`src/rtl/seg7_pkg.sv`:
```
// seg7_pkg: shared constants for the seven-segment scan driver.
// Segment encoding is active-low, bit order SEG[0]=a ... SEG[6]=g.
// Holds the off patterns, segment bit indices and one glyph per supported character.
package seg7_pkg;

    localparam logic [6:0] SEG_OFF = 7'h7F;
    localparam logic [3:0] AN_OFF  = 4'hF;

    localparam int unsigned SEG_A = 0;
    localparam int unsigned SEG_B = 1;
    localparam int unsigned SEG_C = 2;
    localparam int unsigned SEG_D = 3;
    localparam int unsigned SEG_E = 4;
    localparam int unsigned SEG_F = 5;
    localparam int unsigned SEG_G = 6;

    // Digits
    localparam logic [6:0] GLYPH_0 = 7'b1000000;
    localparam logic [6:0] GLYPH_1 = ~((7'd1 << SEG_B) | (7'd1 << SEG_C));
    localparam logic [6:0] GLYPH_2 = 7'b0100100;
    localparam logic [6:0] GLYPH_3 = 7'b0110000;
    localparam logic [6:0] GLYPH_4 = 7'b0011001;
    localparam logic [6:0] GLYPH_5 = 7'b0010010;
    localparam logic [6:0] GLYPH_6 = 7'b0000010;
    localparam logic [6:0] GLYPH_7 = 7'b1111000;
    localparam logic [6:0] GLYPH_8 = 7'b0000000;
    localparam logic [6:0] GLYPH_9 = 7'b0010000;

    // Letters; upper and lower case share one glyph
    localparam logic [6:0] GLYPH_A = 7'b0001000;
    localparam logic [6:0] GLYPH_B = 7'b0000011;
    localparam logic [6:0] GLYPH_C = 7'b1000110;
    localparam logic [6:0] GLYPH_D = 7'b0100001;
    localparam logic [6:0] GLYPH_E = 7'b0000110;
    localparam logic [6:0] GLYPH_F = 7'b0001110;
    localparam logic [6:0] GLYPH_G = 7'b1000010;
    localparam logic [6:0] GLYPH_H = 7'b0001001;
    localparam logic [6:0] GLYPH_I = ~((7'd1 << SEG_E) | (7'd1 << SEG_F));
    localparam logic [6:0] GLYPH_J = 7'b1100001;
    localparam logic [6:0] GLYPH_K = 7'b0001010;
    localparam logic [6:0] GLYPH_L = 7'b1000111;
    localparam logic [6:0] GLYPH_M = 7'b1101010;
    localparam logic [6:0] GLYPH_N = 7'b0101011;
    localparam logic [6:0] GLYPH_O = 7'b0100011;
    localparam logic [6:0] GLYPH_P = 7'b0001100;
    localparam logic [6:0] GLYPH_Q = 7'b0011000;
    localparam logic [6:0] GLYPH_R = 7'b0101111;
    localparam logic [6:0] GLYPH_S = 7'b0010010;
    localparam logic [6:0] GLYPH_T = 7'b0000111;
    localparam logic [6:0] GLYPH_U = 7'b1000001;
    localparam logic [6:0] GLYPH_V = 7'b1100011;
    localparam logic [6:0] GLYPH_W = 7'b1010101;
    localparam logic [6:0] GLYPH_X = 7'b1001001;
    localparam logic [6:0] GLYPH_Y = 7'b0010001;
    localparam logic [6:0] GLYPH_Z = 7'b0100100;

    // Punctuation and the fallback for anything unsupported
    localparam logic [6:0] GLYPH_BLANK   = SEG_OFF;
    localparam logic [6:0] GLYPH_DASH    = ~(7'd1 << SEG_G);
    localparam logic [6:0] GLYPH_UNDER   = ~(7'd1 << SEG_D);
    localparam logic [6:0] GLYPH_UNKNOWN = ~((7'd1 << SEG_A) | (7'd1 << SEG_D) | (7'd1 << SEG_G));

endpackage

```
`src/rtl/seg7_font.sv`:
```
// seg7_font: combinational ASCII to active-low seven-segment lookup.
// Ports: ascii[7:0] character code in; seg_c[6:0] active-low segments out (a = bit 0).
module seg7_font
    import seg7_pkg::*;
(
    input  logic [7:0] ascii,
    output logic [6:0] seg_c
);

    always_comb begin
        seg_c = GLYPH_UNKNOWN;
        case (ascii)
            8'h20:        seg_c = GLYPH_BLANK;
            8'h2D:        seg_c = GLYPH_DASH;
            8'h5F:        seg_c = GLYPH_UNDER;
            8'h30:        seg_c = GLYPH_0;
            8'h31:        seg_c = GLYPH_1;
            8'h32:        seg_c = GLYPH_2;
            8'h33:        seg_c = GLYPH_3;
            8'h34:        seg_c = GLYPH_4;
            8'h35:        seg_c = GLYPH_5;
            8'h36:        seg_c = GLYPH_6;
            8'h37:        seg_c = GLYPH_7;
            8'h38:        seg_c = GLYPH_8;
            8'h39:        seg_c = GLYPH_9;
            8'h41, 8'h61: seg_c = GLYPH_A;
            8'h42, 8'h62: seg_c = GLYPH_B;
            8'h43, 8'h63: seg_c = GLYPH_C;
            8'h44, 8'h64: seg_c = GLYPH_D;
            8'h45, 8'h65: seg_c = GLYPH_E;
            8'h46, 8'h66: seg_c = GLYPH_F;
            8'h47, 8'h67: seg_c = GLYPH_G;
            8'h48, 8'h68: seg_c = GLYPH_H;
            8'h49, 8'h69: seg_c = GLYPH_I;
            8'h4A, 8'h6A: seg_c = GLYPH_J;
            8'h4B, 8'h6B: seg_c = GLYPH_K;
            8'h4C, 8'h6C: seg_c = GLYPH_L;
            8'h4D, 8'h6D: seg_c = GLYPH_M;
            8'h4E, 8'h6E: seg_c = GLYPH_N;
            8'h4F, 8'h6F: seg_c = GLYPH_O;
            8'h50, 8'h70: seg_c = GLYPH_P;
            8'h51, 8'h71: seg_c = GLYPH_Q;
            8'h52, 8'h72: seg_c = GLYPH_R;
            8'h53, 8'h73: seg_c = GLYPH_S;
            8'h54, 8'h74: seg_c = GLYPH_T;
            8'h55, 8'h75: seg_c = GLYPH_U;
            8'h56, 8'h76: seg_c = GLYPH_V;
            8'h57, 8'h77: seg_c = GLYPH_W;
            8'h58, 8'h78: seg_c = GLYPH_X;
            8'h59, 8'h79: seg_c = GLYPH_Y;
            8'h5A, 8'h7A: seg_c = GLYPH_Z;
            default:      seg_c = GLYPH_UNKNOWN;
        endcase
    end

endmodule

```
`src/rtl/seg7_ascii_scan.sv`:
```
// seg7_ascii_scan: four-digit ASCII seven-segment scan driver.
// Snapshots WORD/DP_IN at each frame boundary and multiplexes digits 3..0 onto
// active-low pins, REFRESH_DIV cycles per digit, with all pins registered.
// Optional build macro SEG7_BLANK_EN: anodes off for the first BLANK_CYCLES of each slot.
// Ports: CLK clock; RESETN sync active-low reset; WORD four ASCII chars (31:24 leftmost);
//        DP_IN per-digit decimal point request; SEG/AN/DP active-low pins;
//        FRAME_START one-cycle pulse when a new snapshot is taken.
module seg7_ascii_scan
    import seg7_pkg::*;
#(
    parameter int unsigned REFRESH_DIV  = 100000,
    parameter int unsigned BLANK_CYCLES = 1000
) (
    input  logic        CLK,
    input  logic        RESETN,
    input  logic [31:0] WORD,
    input  logic [3:0]  DP_IN,
    output logic [6:0]  SEG,
    output logic [3:0]  AN,
    output logic        DP,
    output logic        FRAME_START
);

    localparam int unsigned CNT_W = $clog2(REFRESH_DIV);

    if (REFRESH_DIV < 2 || BLANK_CYCLES >= REFRESH_DIV) begin : g_bad_param
        $error("seg7_ascii_scan: need REFRESH_DIV >= 2 and BLANK_CYCLES < REFRESH_DIV");
    end

    logic [CNT_W-1:0] cnt;
    logic [1:0]       idx;
    logic [31:0]      sw;
    logic [3:0]       sdp;

    logic       slot_end_c;
    logic       frame_end_c;
    logic       blank_c;
    logic [7:0] cur_char_c;
    logic [6:0] cur_glyph_c;
    logic [3:0] an_c;
    logic       dp_c;

    // Slot/frame boundaries and the digit currently selected
    always_comb begin
        slot_end_c  = (cnt == CNT_W'(REFRESH_DIV - 1));
        frame_end_c = slot_end_c && (idx == 2'd0);
        cur_char_c  = sw[{idx, 3'b000} +: 8];
        an_c        = ~(4'b0001 << idx);
        dp_c        = ~sdp[idx];
`ifdef SEG7_BLANK_EN
        blank_c     = (cnt < CNT_W'(BLANK_CYCLES));
`else
        blank_c     = 1'b0;
`endif
    end

    seg7_font u_font (
        .ascii (cur_char_c),
        .seg_c (cur_glyph_c)
    );

    // Prescaler, digit index and tear-free shadow of WORD/DP_IN
    always_ff @(posedge CLK) begin
        if (!RESETN) begin
            cnt         <= '0;
            idx         <= 2'd3;
            sw          <= WORD;
            sdp         <= DP_IN;
            FRAME_START <= 1'b0;
        end else begin
            cnt         <= slot_end_c ? '0 : cnt + CNT_W'(1);
            FRAME_START <= frame_end_c;
            if (slot_end_c) begin
                idx <= idx - 2'd1;
            end
            if (frame_end_c) begin
                sw  <= WORD;
                sdp <= DP_IN;
            end
        end
    end

    // Pin registers driven from the pre-edge digit selection
    always_ff @(posedge CLK) begin
        if (!RESETN || blank_c) begin
            SEG <= SEG_OFF;
            AN  <= AN_OFF;
            DP  <= 1'b1;
        end else begin
            SEG <= cur_glyph_c;
            AN  <= an_c;
            DP  <= dp_c;
        end
    end

endmodule

```
`config.mk`:
```
export PLATFORM = sky130hd
export DESIGN_NAME = seg7_ascii_scan
export DESIGN_NICKNAME = d
export VERILOG_FILES = /design/src/rtl/seg7_pkg.sv /design/src/rtl/seg7_font.sv /design/src/rtl/seg7_ascii_scan.sv
export SDC_FILE = /design/constraint.sdc
export NUM_CORES = 1
export LEC_CHECK = 0
export ABC_AREA = 1
export CAP_MARGIN = 10
export CELL_PAD_IN_SITES_DETAIL_PLACEMENT = 1
export CELL_PAD_IN_SITES_GLOBAL_PLACEMENT = 1
export CORE_ASPECT_RATIO = 1.25
export CORE_MARGIN = 8
export CORE_UTILIZATION = 41
export DETAILED_ROUTE_END_ITERATION = 7
export PLACE_DENSITY = 0.81
export SLEW_MARGIN = 40
export SYNTH_ARGS = -nofsm -noshare
export SYNTH_HDL_FRONTEND = slang
export SYNTH_HIERARCHICAL = 1
export SYNTH_SLANG_ARGS = --single-unit
export TNS_END_PERCENT = 100
```
`constraint.sdc`:
```
create_clock -name CLK -period 5.6 [get_ports CLK]
set_input_delay 1.4 -clock CLK [delete_from_list [all_inputs] [get_ports CLK]]
set_output_delay 1.4 -clock CLK [all_outputs]
set_load 0.02 [all_outputs]
```
# Word-level counts from Yosys, hierarchy flattened
# Memory sizes are Yosys's and may differ from the RTL's.
# Cells that the tools add are included.
dict set report totals {
  ff_bits 68
  rom_bits 896
  in_bits 38
  out_inout_bits 13
  word_cells 31
  memories 1
}
# name words word_bits read_ports rd_ports_with_merged_regs wr line
set mem_list {}
lappend mem_list {{(no name shown)} 128 7 1 0 0 seg7_font.sv:12} ;# case (ascii)
dict set report op_classes {
  addsub 2
  magnitude_cmp 1
  n_eq_ne 2
  n_shift 2
  muxes 7
  bitwise_logic 3
  n_reduce_logical 4
}
# operator n
set op_table {}
lappend op_table {{32-bit 2-to-1 mux} 2}
lappend op_table {{32-bit by 6-bit indexed part select with 8-bit output} 1}
lappend op_table {{17-bit by 1-bit adder with 17-bit output (second input constant)} 1}
lappend op_table {{17-bit equality test (second input constant)} 1}
lappend op_table {{4-bit 2-to-1 mux} 2}
lappend op_table {{7-bit 2-to-1 mux} 1}
lappend op_table {{4-bit NOT} 1}
lappend op_table {{2-bit OR reduction} 2}
lappend op_table {{1-bit by 2-bit left shift with 4-bit output (first input constant)} 1}
lappend op_table {{2-bit by 3-bit < comparator with 1-bit output (second input constant)} 1}
lappend op_table {{1-bit binary-select mux with 2-bit select} 1}
lappend op_table {{2-bit zero test} 1}
lappend op_table {{2-bit by 1-bit != test with 1-bit output (second input constant)} 1}
lappend op_table {{1-bit NOT} 2}
lappend op_table {{2-bit by 1-bit subtractor with 2-bit output (second input constant)} 1}
lappend op_table {{1-bit logical AND} 1}
lappend op_table {{1-bit 2-to-1 mux} 1}

# Longest topological paths before layout
# Gate-level depths: netlist of the first run.
dict set report logic_depth {
  ltp_word 4
  mapped_depth 15
  mapped_depth_nobuf 14
}

# By module
# Netlist of the first run, hierarchy kept.
# mod instances cells_each area_per_inst_um2 seq_area_each_um2
set by_module_without_submodules {}
lappend by_module_without_submodules {seg7_ascii_scan 1 259 2723.9 1721.7}
lappend by_module_without_submodules {seg7_font 1 144 789.5 0.0}

# Least setup slack after synthesis of the first run
# Ideal clock, no wire load.
dict set report synth_path {
  path_kind {register -> register}
  startpoint {register idx[0]}
  endpoint {register sdp[0] (enable)}
  setup_ns 0.479
  arrival_time_ns 3.508
  path_slack_ns 1.613
  path_stages_with_launch 6
  path_buffers 1
  synth_period_minus_slack_ns 3.987
  cell_sequence {dfxtp_1 -> inv_1 -> clkbuf_1 -> ha_1 -> inv_1 -> o21ai_0}
}
dict set report synth_via {
  elab_chain_len 3
}
# element line
set synth_lines {}
lappend synth_lines {{start: declaration} seg7_ascii_scan.sv:31} ;# logic [1:0] idx;
lappend synth_lines {{start signal: assignment} seg7_ascii_scan.sv:74} ;# idx <= idx - 2'd1;
lappend synth_lines {{2-bit zero test} seg7_ascii_scan.sv:46} ;# frame_end_c = slot_end_c && (idx == 2'd0);
lappend synth_lines {{1-bit logical AND} seg7_ascii_scan.sv:46}
lappend synth_lines {{2-bit by 1-bit != test with 1-bit output (no line)} --}
lappend synth_lines {{end signal: assignment} seg7_ascii_scan.sv:68} ;# sdp <= DP_IN;
lappend synth_lines {{end signal: assignment} seg7_ascii_scan.sv:78} ;# sdp <= DP_IN;
lappend synth_lines {{end: declaration} seg7_ascii_scan.sv:33} ;# logic [3:0] sdp;
# Every way passes these cells.
# A chain may end at the register's enable or synchronous reset.

# Final worst setup path of the first run
dict set report layout_path {
  startpoint {register idx[0]}
  endpoint {register SEG[2]}
}
dict set report layout_via {
  elab_chain_len 2
}
# element line
set layout_lines {}
lappend layout_lines {{32-bit by 6-bit indexed part select with 8-bit output} seg7_ascii_scan.sv:47} ;# cur_char_c = sw[{idx, 3'b000} +: 8];
lappend layout_lines {{named net cur_char_c[0]} seg7_ascii_scan.sv:38} ;# logic [7:0] cur_char_c;
lappend layout_lines {{memory read 128 x 7 bit} --}
lappend layout_lines {{end signal: assignment} seg7_ascii_scan.sv:90} ;# SEG <= cur_glyph_c;
lappend layout_lines {{end: declaration} seg7_ascii_scan.sv:18} ;# output logic [6:0] SEG,
# The timed path passes the listed nets, and every way through them passes these cells.

==> results.ini, run 1 <==
[synth]
synth_area_leaders=edfxtp_1 (31%), dfxtp_1 (18%), nand2_1 (9.3%)
ys_seq_elements=68
yosysMostFrequentCell=nand2_1
yosysWarnings=6
synth-edff-count=36
synthTopCellsByCount=nand2_1 (87), nor2_1 (40), edfxtp_1 (36), inv_1 (36), dfxtp_1 (32)
yosysTopAreaCell=edfxtp_1
synth_ff_type=edfxtp_1
netlist_instances=403
postSynthAreaPerCell_um2=8.72
yosys.cell_types.count=39
async_reset_ff_frac=0
yosysSeqAreaShare=0.490
synth_fp_nets=454
synth_top_area_frac=0.308
syn_area_um2=3510

[final_layout]
diodes=0
fill_cells=987
seq_area_um2=1720
area_growth_pct=21.3
design_area_um2=4260
nets=505
multiInputGateArea_um2=1530
final_layout_size_suffix_gt1_frac=0.131

[routing]
wirelength_um=9330
drtIter0Drc=158
vias_per_cell=5.24
antenna_left=0
via_count=2916
route.detailed.drc=0
first_pass_iters=4
wl_per_cell_um=16.8

[cts]
cts_buffers=9
clock_latency_ps=340
clockBufferDepth=2
cts_setup_buffers=0
cts_tree=done
cts_resized=0
path_clk_slew_ps=70
root_buffer=clkbuf_8
htreeDepth=3
cts.sink_count=68
postCtsHoldBufs=0

[worst_setup_path]
crit_type=reg -> reg
critical_path_arrival_ps=3580
cp-start-kind=register
endpoint_kind=register
critPathMaxFanout=22
cp.required_ps=5820

[die]
start_util=0.424
num_io_pins=51
dieArea_um2=11800
die_x_um=98.8
core-area_um2=8290
fp.dieH_um=119
rows=37

[placement]
dp_hpwl_um=7250
place_area_um2=4090
dpl_worst_slack_ps=2310
gp_congestion=0.893
numPortBuffers=50

[flow_run]
maxCapViolations=0

[run_status]
outcome=finished clean

[power_and_ir_drop]
ir_worst_vdd_uv=220
p_int_uw=788
p_leak_uw=0.00167
power_density_nw_per_um2=243
swShare=0.239
power_frac_seq=0.535
switching_power_uw=247
clkPwrFrac=0.344
comb_power_share=0.121

[grt]
grt_usage=0.167
antenna_found_initial=0
grt_start_max_net_pins=23
grt_pass1_wl_um=15600
grt_pass1_vias=3252
gr-total-overflow=0

[sta]
setup_tns_ps=0
clock_skew_ps=11.3
fin_crit_sh=0.600
fmax_ghz=0.298
max_slew_margin=0.521
rsz0062_at_grt=no
worstMarginPinSlew_ps=717
fin_crit_ps=3360
setup_ws_ps=2240
maxSlewViolCount=0
fin_hold_ws_ps=477
setup_violations=0
final_hold_viol_count=0

[hold_path]
min_path_type=reg -> reg

==> per-layer routing <==
metal | track usage | wire length (um)
met1 | 0.162 | 3560
met2 | 0.316 | 5200
met3 | 0.0393 | 285
met4 | 0.0914 | 286
met5 | 0 | 0
==> registers in the layout (all words and copies together), names as in the netlist <==
signal / count
DP: 1
idx: 2
AN: 4
FRAME_START: 1
SEG: 7
cnt: 17
sw: 32
sdp: 4
==> cells by family (layout without fill, tap and decap cells) <==
group | Yosys count | in the layout | share of synthesized area
flip-flops | 68 | 68 | 0.490
XOR/XNOR | 5 | 5 | 0.0125
AND/OR/NAND/NOR | 199 | 199 | 0.268
adder cells (fa/ha/maj) | 13 | 13 | 0.0463
AO/OA/AOI/OAI | 64 | 64 | 0.101
buffers and inverters | 54 | 110 | 0.0819
==> power by group through the flow <==
stage	sequential [uW]	clock (uW)	combinational [uW]
after floorplan	568	0	68.9
after global placement	564	0	119
after detailed placement	565	0	126
after CTS	554	367	126
after global routing	556	386	137
final	554	356	125
==> path summary, 6_finish.rpt <==
| check | start | endpoint | slack (ps) | cells after the start |
|---|---|---|---|---|
| setup / recovery | idx[0] | SEG[2] | 2240 | 13 |
| hold / removal | cnt[0] | cnt[0] | 480 | 1 |
| setup reg to reg | idx[0] | SEG[2] | 2240 | 13 |
| hold reg to reg | cnt[0] | cnt[0] | 480 | 1 |
==> worst max-delay path: stages, from the launching register on <==
cell and delay [ps]:
dfxtp_1 540, inv_1 610, o21ai_0 170, o22ai_1 460, inv_1 240, ha_1 360, nand2_1 130, nand2_1 90
o21ai_1 50, nand2_1 90, nand3_1 60, nand2_1 80, nand2_1 40, or2_2 290
==> cell usage in the layout, fill, tap and decap left out, types with 11 or more instances in the layout <==
| cell | instances |
|---|---|
| a21oi_1 | 15 |
| ha_1 | 13 |
| nand2_1 | 87 |
| nand3_1 | 28 |
| dfxtp_1 | 32 |
| edfxtp_1 | 36 |
| nor2_1 | 40 |
| inv_1 | 36 |
| clkbuf_8 | 11 |
| o21ai_0 | 27 |
| clkdlybuf4s50_1 | 50 |
==> stage by stage <==
step	util	std cells	total power, uW
floorplan	-	403	637
detailed placement	0.493	540	691
CTS	0.514	556	1050
global placement	0.487	538	683
finish	0.514	556	1030
global route	0.514	556	1080
==> area by class of cell <==
type	count	share of cell area
flip-flops and latches	68	0.404
multi-input cells	281	0.358
repair buffers	54	0.131
clock buffers	14	0.0382
inverters	40	0.0376
well taps	97	0.0285
clock inverters	2	0.00235
Power figures use the tool's default switching activity.
==> inputs of run 2 (changes only) <==
==> constraint.sdc (replaced) <==
create_clock -name CLK -period 3.4 [get_ports CLK]
set_input_delay 0.85 -clock CLK [delete_from_list [all_inputs] [get_ports CLK]]
set_output_delay 0.85 -clock CLK [all_outputs]
set_load 0.02 [all_outputs]
==> run 2 against run 1 <==
Via count rose by 0.27%. First-iteration DRC count shrank 8.9%. Global-route usage up 0.41 points. Largest cell class unchanged.
==> results.ini, run 2 (synthesis gave the netlist of run 1 again) <==
[run_status]
outcome=finished clean

[final_layout]
area_growth_pct=21.1
design_area_um2=4260
fin_util=0.514
fill_cells=990
nets=507
top_regs=sw: 32 flops, cnt: 17 flops, SEG: 7 flops
largest_reg_flops=32
layout_common_cells=nand2_1 (87), clkdlybuf4s50_1 (50), nor2_1 (40)
final_layout_size_suffix_gt1_frac=0.130
mostFrequentLayoutCell=nand2_1
diodes=0
top_register=sw

[sta]
setup_violations=0
setup_tns_ps=0
maxSlewViolCount=0
rsz0062_at_grt=no
worstMarginPinSlew_ps=780
clock_skew_ps=14.2
final_hold_viol_count=0
fin_crit_sh=0.863
fin_crit_ps=2930
fmax_ghz=0.341
max_slew_margin=0.480

[placement]
dp_hpwl_um=7300
gp_congestion=0.929
numPortBuffers=50
place_area_um2=4070

[flow_run]
maxCapViolations=0

[grt]
grt_usage=0.171
antenna_found_initial=0
grt_start_max_net_pins=21
grt_pass1_vias=3215
gr-total-overflow=0
grt_pass1_wl_um=15800

[routing]
wl_per_cell_um=17.0
antenna_left=0
vias_per_cell=5.24
drtIter0Drc=144
first_pass_iters=4
wirelength_um=9470
route.detailed.drc=0
via_count=2924

[cts]
cts.sink_count=68
clock_latency_ps=340
cts_buffers=9
cts_setup_buffers=0
clockBufferDepth=2
root_buffer=clkbuf_8
postCtsHoldBufs=0
htreeDepth=3
cts_tree=done
cts_resized=0
path_clk_slew_ps=70

[die]
rows=37
dieArea_um2=11800
core-area_um2=8290
num_io_pins=51
die_x_um=98.8
start_util=0.424
fp.dieH_um=119

[power_and_ir_drop]
ir_worst_vdd_uv=261
power_density_nw_per_um2=411
power.total_uw=1750
p_leak_uw=0.00167

[worst_setup_path]
endpoint_kind=register
cp-start-kind=register
critical_path_arrival_ps=3170
cp.required_ps=3630
crit_type=reg -> reg
r2r_setup_slack_ps=470
critPathMaxFanout=13
reg2regPathDepth=12

[hold_path]
min_path_type=reg -> reg
hold_depth=1

[run 2: worst max-delay path, cell delays in order (launching register included)]
cell and delay, ps:
dfxtp_1 620, clkinv_1 430, o21ai_0 180, o22ai_1 200, inv_1 240, ha_1 270
nand2_1 160, nand3_1 110, nand3_1 100, nand3_1 100, nand2_1 100, nor2_1 40
or2_2 280
[run 2: power breakdown]
group	switching [uW]	leakage (uW)	internal, uW	total, uW
logic	111	0.000961	91.3	202
clock network	297	0.0000947	336	633
registers	13.4	0.000613	900	914
[run 2: final timing paths]
path,from,to
max,idx[1],SEG[3]
min,cnt[0],cnt[0]
max reg2reg,idx[1],SEG[3]
min reg2reg,cnt[0],cnt[0]
[run 2: area by class of cell]
| cell class | instances | area [um2] | share of cell area |
|---|---|---|---|
| Tap cell | 97 | 121 | 0.0285 |
| Timing Repair Buffer | 56 | 553 | 0.130 |
| Inverter | 40 | 160 | 0.0376 |
| Clock inverter | 5 | 52.6 | 0.0123 |
| Multi-Input combinational cell | 281 | 1520 | 0.356 |
| Clock buffer | 11 | 131 | 0.0309 |
| Sequential cell | 68 | 1720 | 0.405 |
[run 2: routing by layer]
metal,vias to the layer above,share of wire,GRT usage
li1,1441,-,-
met5,-,0,0
met4,0,0.028,0.0780
met3,16,0.034,0.0376
met2,55,0.53,0.313
met1,1412,0.41,0.182
[run 2: metrics by stage]
step | cells | hold WS [ps] | setup WS (ps)
5_1_grt | 558 | 505 | 231
3_3_place_gp | 541 | 455 | 711
4_1_cts | 558 | 481 | 532
2_1_floorplan | 403 | 439 | 388
3_5_place_dp | 542 | 459 | 540
6_report | 558 | 473 | 466
